===== src/rtl/wb_efb_arbiter_if.sv =====
// Wishbone classic bus bundle between wb_efb_arbiter (master) and the EFB slave port.
interface wb_efb_arbiter_if;
  logic       o_wb_cyc;
  logic       o_wb_stb;
  logic       o_wb_we;
  logic [7:0] o_wb_adr;
  logic [7:0] o_wb_dat;
  logic [7:0] i_wb_dat;
  logic       i_wb_ack;

  modport master (
    output o_wb_cyc, o_wb_stb, o_wb_we, o_wb_adr, o_wb_dat,
    input  i_wb_dat, i_wb_ack
  );

  modport slave (
    input  o_wb_cyc, o_wb_stb, o_wb_we, o_wb_adr, o_wb_dat,
    output i_wb_dat, i_wb_ack
  );
endinterface


===== src/rtl/wb_efb_arbiter.sv =====
// Shares the EFB Wishbone slave port between NUM_REQ requesters, one classic cycle at a time.
// Define WB_EFB_ARB_PRIORITY_EN for fixed lowest-index priority instead of round robin.
module wb_efb_arbiter #(
  parameter int NUM_REQ        = 2,
  parameter int TIMEOUT_CYCLES = 64
) (
  input  logic                   i_Clock,
  input  logic                   i_Reset_n,
  input  logic [NUM_REQ-1:0]     i_Req,
  input  logic [NUM_REQ-1:0]     i_We,
  input  logic [8*NUM_REQ-1:0]   i_Addr,
  input  logic [8*NUM_REQ-1:0]   i_WrData,
  output logic [NUM_REQ-1:0]     o_Done,
  output logic                   o_Err,
  output logic [7:0]             o_RdData,
  output logic                   o_Busy,
  wb_efb_arbiter_if.master       wb
);

  localparam int PTR_W = (NUM_REQ > 1) ? $clog2(NUM_REQ) : 1;
  localparam int CNT_W = $clog2(TIMEOUT_CYCLES + 1);

  typedef enum logic [1:0] {
    ST_IDLE = 2'd0,
    ST_BUS  = 2'd1,
    ST_DONE = 2'd2
  } state_t;

  state_t             state_q, state_d;
  logic [PTR_W-1:0]   ptr_q, ptr_d;
  logic [PTR_W-1:0]   win_q, win_d;
  logic [CNT_W-1:0]   cnt_q, cnt_d;
  logic               cyc_q, cyc_d;
  logic               stb_q, stb_d;
  logic               we_q, we_d;
  logic [7:0]         adr_q, adr_d;
  logic [7:0]         dat_q, dat_d;
  logic [NUM_REQ-1:0] done_q, done_d;
  logic               err_q, err_d;
  logic [7:0]         rd_q, rd_d;
  logic               busy_q, busy_d;

  logic [7:0]         addr_a [NUM_REQ];
  logic [7:0]         wdat_a [NUM_REQ];
  logic               sel_found_s;
  logic [PTR_W-1:0]   sel_idx_s;

  function automatic logic [PTR_W-1:0] rr_idx(input logic [PTR_W-1:0] base, input int off);
    int sum;
    sum = int'(base) + off;
    if (sum >= NUM_REQ) begin
      sum = sum - NUM_REQ;
    end else begin
      sum = sum;
    end
    return PTR_W'(sum);
  endfunction

  always_comb begin
    for (int k = 0; k < NUM_REQ; k++) begin
      addr_a[k] = i_Addr[8*k +: 8];
      wdat_a[k] = i_WrData[8*k +: 8];
    end
  end

  // Scan from the far end back toward the start so the last hit is the nearest candidate.
  always_comb begin
    sel_found_s = 1'b0;
    sel_idx_s   = '0;
    for (int k = NUM_REQ - 1; k >= 0; k--) begin
`ifdef WB_EFB_ARB_PRIORITY_EN
      if (i_Req[k]) begin
        sel_found_s = 1'b1;
        sel_idx_s   = PTR_W'(k);
      end else begin
        sel_found_s = sel_found_s;
      end
`else
      if (i_Req[rr_idx(ptr_q, k)]) begin
        sel_found_s = 1'b1;
        sel_idx_s   = rr_idx(ptr_q, k);
      end else begin
        sel_found_s = sel_found_s;
      end
`endif
    end
  end

  always_comb begin
    state_d = state_q;
    ptr_d   = ptr_q;
    win_d   = win_q;
    cnt_d   = cnt_q;
    cyc_d   = cyc_q;
    stb_d   = stb_q;
    we_d    = we_q;
    adr_d   = adr_q;
    dat_d   = dat_q;
    done_d  = done_q;
    err_d   = err_q;
    rd_d    = rd_q;
    busy_d  = busy_q;
    case (state_q)
      ST_IDLE: begin
        if (sel_found_s) begin
          win_d   = sel_idx_s;
          we_d    = i_We[sel_idx_s];
          adr_d   = addr_a[sel_idx_s];
          dat_d   = wdat_a[sel_idx_s];
          cyc_d   = 1'b1;
          stb_d   = 1'b1;
          busy_d  = 1'b1;
          cnt_d   = '0;
          state_d = ST_BUS;
        end else begin
          state_d = ST_IDLE;
        end
      end
      ST_BUS: begin
        // Ack is tested first so a last-cycle ack still completes cleanly.
        if (wb.i_wb_ack || (cnt_q == CNT_W'(TIMEOUT_CYCLES - 1))) begin
          cyc_d   = 1'b0;
          stb_d   = 1'b0;
          err_d   = ~wb.i_wb_ack;
          if (wb.i_wb_ack && !we_q) begin
            rd_d = wb.i_wb_dat;
          end else begin
            rd_d = rd_q;
          end
          for (int k = 0; k < NUM_REQ; k++) begin
            done_d[k] = (win_q == PTR_W'(k));
          end
`ifndef WB_EFB_ARB_PRIORITY_EN
          if (win_q == PTR_W'(NUM_REQ - 1)) begin
            ptr_d = '0;
          end else begin
            ptr_d = win_q + PTR_W'(1);
          end
`endif
          state_d = ST_DONE;
        end else begin
          cnt_d = cnt_q + CNT_W'(1);
        end
      end
      ST_DONE: begin
        done_d  = '0;
        err_d   = 1'b0;
        busy_d  = 1'b0;
        state_d = ST_IDLE;
      end
      default: begin
        cyc_d   = 1'b0;
        stb_d   = 1'b0;
        done_d  = '0;
        err_d   = 1'b0;
        busy_d  = 1'b0;
        state_d = ST_IDLE;
      end
    endcase
  end

  // All state and outputs are registered; reset drops the bus asynchronously.
  always_ff @(posedge i_Clock or negedge i_Reset_n) begin
    if (!i_Reset_n) begin
      state_q <= ST_IDLE;
      ptr_q   <= '0;
      win_q   <= '0;
      cnt_q   <= '0;
      cyc_q   <= 1'b0;
      stb_q   <= 1'b0;
      we_q    <= 1'b0;
      adr_q   <= 8'h00;
      dat_q   <= 8'h00;
      done_q  <= '0;
      err_q   <= 1'b0;
      rd_q    <= 8'h00;
      busy_q  <= 1'b0;
    end else begin
      state_q <= state_d;
      ptr_q   <= ptr_d;
      win_q   <= win_d;
      cnt_q   <= cnt_d;
      cyc_q   <= cyc_d;
      stb_q   <= stb_d;
      we_q    <= we_d;
      adr_q   <= adr_d;
      dat_q   <= dat_d;
      done_q  <= done_d;
      err_q   <= err_d;
      rd_q    <= rd_d;
      busy_q  <= busy_d;
    end
  end

  assign o_Done      = done_q;
  assign o_Err       = err_q;
  assign o_RdData    = rd_q;
  assign o_Busy      = busy_q;
  assign wb.o_wb_cyc = cyc_q;
  assign wb.o_wb_stb = stb_q;
  assign wb.o_wb_we  = we_q;
  assign wb.o_wb_adr = adr_q;
  assign wb.o_wb_dat = dat_q;

endmodule

===== src/flat_wrapper.sv =====
// flat-port wrapper written by rule: the top's interface ports become plain ports
module wb_efb_arbiter_flat 
#(
  parameter int NUM_REQ        = 2,
  parameter int TIMEOUT_CYCLES = 64
)
  (i_Clock, i_Reset_n, i_Req, i_We, i_Addr, i_WrData, o_Done, o_Err, o_RdData, o_Busy, wb_o_wb_cyc, wb_o_wb_stb, wb_o_wb_we, wb_o_wb_adr, wb_o_wb_dat, wb_i_wb_dat, wb_i_wb_ack);
  wb_efb_arbiter_if wb_i ();
  input  logic i_Clock;
  input  logic i_Reset_n;
  input  logic [NUM_REQ-1:0] i_Req;
  input  logic [NUM_REQ-1:0] i_We;
  input  logic [8*NUM_REQ-1:0] i_Addr;
  input  logic [8*NUM_REQ-1:0] i_WrData;
  output logic [NUM_REQ-1:0] o_Done;
  output logic o_Err;
  output logic [7:0] o_RdData;
  output logic o_Busy;
  output wire logic [$bits(wb_i.o_wb_cyc)-1:0] wb_o_wb_cyc;
  output wire logic [$bits(wb_i.o_wb_stb)-1:0] wb_o_wb_stb;
  output wire logic [$bits(wb_i.o_wb_we)-1:0] wb_o_wb_we;
  output wire logic [$bits(wb_i.o_wb_adr)-1:0] wb_o_wb_adr;
  output wire logic [$bits(wb_i.o_wb_dat)-1:0] wb_o_wb_dat;
  input wire logic [$bits(wb_i.i_wb_dat)-1:0] wb_i_wb_dat;
  input wire logic [$bits(wb_i.i_wb_ack)-1:0] wb_i_wb_ack;
  assign wb_o_wb_cyc = wb_i.o_wb_cyc;
  assign wb_o_wb_stb = wb_i.o_wb_stb;
  assign wb_o_wb_we = wb_i.o_wb_we;
  assign wb_o_wb_adr = wb_i.o_wb_adr;
  assign wb_o_wb_dat = wb_i.o_wb_dat;
  assign wb_i.i_wb_dat = wb_i_wb_dat;
  assign wb_i.i_wb_ack = wb_i_wb_ack;
  wb_efb_arbiter #(.NUM_REQ(NUM_REQ), .TIMEOUT_CYCLES(TIMEOUT_CYCLES)) u_core (.i_Clock(i_Clock), .i_Reset_n(i_Reset_n), .i_Req(i_Req), .i_We(i_We), .i_Addr(i_Addr), .i_WrData(i_WrData), .o_Done(o_Done), .o_Err(o_Err), .o_RdData(o_RdData), .o_Busy(o_Busy), .wb(wb_i));
endmodule

===== config.mk =====
export PLATFORM = sky130hd
export DESIGN_NAME = wb_efb_arbiter_flat
export DESIGN_NICKNAME = d
export VERILOG_FILES = /design/src/rtl/wb_efb_arbiter_if.sv /design/src/rtl/wb_efb_arbiter.sv /design/src/flat_wrapper.sv
export SDC_FILE = /design/constraint.sdc
export NUM_CORES = 1
export LEC_CHECK = 0
export CAP_MARGIN = 20
export CORE_MARGIN = 3
export CORE_UTILIZATION = 38
export DETAILED_ROUTE_END_ITERATION = 10
export PLACE_DENSITY = 0.76
export SYNTH_ARGS = -nofsm -noshare
export SYNTH_HDL_FRONTEND = slang
export SYNTH_SLANG_ARGS = --single-unit

===== constraint.sdc =====
create_clock -name i_Clock -period 1.55 [get_ports i_Clock]
set_clock_uncertainty 0.05 [all_clocks]
set_input_delay 0.2325 -clock i_Clock [delete_from_list [all_inputs] [get_ports i_Clock]]
set_output_delay 0.2325 -clock i_Clock [all_outputs]
set_load 0.005 [all_outputs]

==> results_dict.tcl <==
set metrics [dict create \
    status "finished clean" \
    crit_path_cell_trace "ha_2 -> and3_4 -> a211o_4 -> o21ai_2 -> a21boi_2" \
    yosys-top-cells-area "dfrtp_1 55%, mux2i_1 9.7%, o21ai_0 7.3%" \
    first_iter_violations 47 \
    holdCritPathClass "in2async" \
    overall_fraction_of_global_route_tracks_in_use 0.152 \
    drt-vias-per-instance 4.74 \
    pin_count_of_the_biggest_net_entering_global_routing 29 \
    timing.final.hold_violations 0 \
    grt_pass1_wl_um 6570 \
    arrival_ns 1.71 \
    power-per-cell-area_nw_per_um2 1650 \
    dieWidth_um 75.8 \
    drt_pre_antenna_iters 4 \
    synth_top_area_share 0.554 \
    area_growth_syn_to_layout_pct 60.4 \
    finalPower_mw 4.90 \
    cts.reportedPaths.clkPinSlew_ns 0.08 \
    wl_per_cell_um 12.5 \
    clock_tree.htree_level_count 2 \
    grt_overflow_total 0 \
    worst_slack_ns 0.0167 \
    crit_slowest_cell "dfrtp_1" \
    layout.cells.most_common_list "76 x clkdlybuf4s50_1, 40 x dfrtp_1, 24 x o21ai_0, 18 x mux2i_1, 18 x nand2_1" \
    category_of_the_worst_setup_path_capture_point "flip-flop" \
    critPathMaxFanout 7 \
    finish.net_count 308 \
    synth_area_um2 1850 \
    grt_setup_unrepaired "yes" \
    antenna-diode-count 0 \
    clkSinkCount 41 \
    worst-r2r-setup-slack_ns 0.02 \
    multiInputGateArea_um2 781 \
    cts_made_buffers 5 \
    timing_worst_setup_path_type "reg2reg" \
    timing.critical_path.from_type "flip-flop" \
    postSynthCellCount 168 \
    finalHoldWorstSlack_ns 0.354 \
    final_cell_area_um2 2970 \
    dp_hpwl_um 3190 \
    die_area_um2 5740 \
    remaining_drc_errors 0 \
    buf_inv_on_cp 0 \
    final.fill_count 369 \
    timing.critical_path.max_delay_family "compound AO/OA/AOI/OAI gates" \
    final-seq-area_um2 1030 \
    grt_pass1_vias 1492 \
    clk_path_buf_depth 2 \
    achievable-frequency_mhz 652 \
    ys_ff_latch 41 \
    route.antenna.remaining_nets 0 \
    static-leakage-power_nw 1.32 \
    period_share 0.989 \
    rows 24 \
    mappedNetlistNets 216 \
    peakVddDrop_uv 718 \
    antenna_found_initial 0 \
    yosysSeqAreaShare 0.554 \
    detail_route.wirelength_um 4080 \
    place_congestion 0.796 \
    floorplan.die.height_um 75.8 \
    io-pin-count 78 \
    cts.root.buffer_cell "clkbuf_8" \
    timing.slew.headroom 0.777 \
    via_count 1544 \
    timing_worst_slew_pin_value_ns 0.335 \
    slew_viol_final 0 \
    ys.warnings.count 0 \
    synth_top_cell_by_area "dfrtp_1" \
    synth_area_per_inst_um2 11.0 \
    finalCriticalPeriod_ns 1.53 \
    post_route_cells_drive_above_1_share 0.176 \
    count_of_buffers_from_port_buffering 77 \
    tritoncts "done" \
    yosysUniqueCellTypes 26 \
    layout.cells.most_common "clkdlybuf4s50_1" \
    max-cap-violations 0 \
    post_detailed_placement_cell_area_um2 2820 \
    clock_latency_of_the_later_clocked_register_in_the_worst_skew_pair_ns 0.29 \
    dp_worst_setup_slack_ns -0.0839 \
    crit_path_max_incr_delay_ns 0.40 \
    worst_ep_required_time_ns 1.73 \
    setup-violations-final 0 \
    initial_core_util 0.408 \
    placeableCoreArea_um2 4530 \
]
[kinds of logic (layout without fill, tap and decap cells)]
| kind of cell | count (synthesis) | after routing | synth area share |
|---|---|---|---|
| AND/OR/NAND/NOR | 38 | 38 | 0.100 |
| AO/OA/AOI/OAI | 46 | 46 | 0.145 |
| adder cells (fa/ha/maj) | 1 | 1 | 0.00676 |
| multiplexers | 26 | 26 | 0.146 |
| buffers and inverters | 16 | 109 | 0.0480 |
| flip-flops | 41 | 41 | 0.554 |
[synthesized netlist by cell type]
cell type / n
dfrtp_1: 41
o21ai_0: 27
nand2_1: 19
mux2i_1: 18
mux2_2: 8
inv_1: 6
nand3_1: 6
nor2_1: 6
a21oi_1: 5
o21a_1: 5
a31oi_1: 4
buf_4: 3
clkbuf_1: 3
and3_1: 2
buf_2: 2
buf_6: 2
nand2b_1: 2
a211o_2: 1
a211oi_1: 1
a21boi_2: 1
a21o_1: 1
and2b_2: 1
and3b_1: 1
ha_1: 1
nor3b_4: 1
o32ai_1: 1
[per-stage QoR]
stage | setup TNS [ns] | utilization | std cells
2_1_floorplan | -0.491 | - | 168
6_report | 0 | 0.655 | 326
3_3_place_gp | -0.767 | 0.623 | 315
5_1_grt | -0.0509 | 0.655 | 326
3_5_place_dp | -1.25 | 0.623 | 315
4_1_cts | 0 | 0.650 | 324
[where the power goes]
group	internal [mW]	switching [mW]	total, mW
combinational	1.34	0.877	2.22
clock	0.482	0.386	0.868
sequential	1.54	0.266	1.81
total	3.37	1.53	4.90
[worst register-to-register path, stage by stage (launching register included)]
cell and delay (ns):
dfrtp_1 0.40, ha_2 0.19, and3_4 0.20, a211o_4 0.36, o21ai_2 0.12, a21boi_2 0.15
[state kept, by name (all words and copies together), names as in the netlist]
register / cells
u_core.o_Err: 1
u_core.win_q: 1
u_core.wb.o_wb_dat: 8
u_core.wb.o_wb_cyc: 1
u_core.ptr_q: 1
u_core.o_RdData: 8
u_core.o_Busy: 1
u_core.o_Done: 2
u_core.cnt_q: 7
u_core.state_q: 2
u_core.wb.o_wb_we: 1
u_core.wb.o_wb_adr: 8
[metal layers]
layer  vias up  GRT usage  routed length (um)
met5         -          0                   0
met4         0     0.0466                  65
met3         8     0.0686                 376
met2        56      0.248                1980
met1       705      0.179                1660
li1        775          -                   -
[cell type report]
| type | instances | share of cell area |
|---|---|---|
| Inverter | 6 | 0.00759 |
| Clock inverter | 3 | 0.0156 |
| Clock buffer | 5 | 0.0232 |
| Tap cell | 65 | 0.0274 |
| Timing Repair Buffer | 95 | 0.317 |
| Multi-Input combinational cell | 111 | 0.263 |
| Sequential cell | 41 | 0.346 |
[final timing paths]
| path | from | to | cells past startpoint |
|---|---|---|---|
| min in group i_Clock | u_core.wb.o_wb_adr[0] | u_core.wb.o_wb_adr[0] | 2 |
| max reg2reg | u_core.cnt_q[1] | u_core.cnt_q[5] | 5 |
| min | i_Reset_n | u_core.wb.o_wb_adr[0] | 2 |
| min reg2reg | u_core.wb.o_wb_adr[0] | u_core.wb.o_wb_adr[0] | 2 |
| max in group asynchronous | i_Reset_n | u_core.wb.o_wb_we | 3 |
| max | u_core.cnt_q[1] | u_core.cnt_q[5] | 5 |
[what timing repair did]
item / CTS / global route
endpoints found under the hold margin: 13 / 0
buffers inserted: 0 / 2
pin swaps: 3 / 0
setup endpoints to repair: 2 / 4
resized for setup: 1 / 1
hold buffers: 1 / 0
No activity file was read; power rests on OpenSTA's default activity.
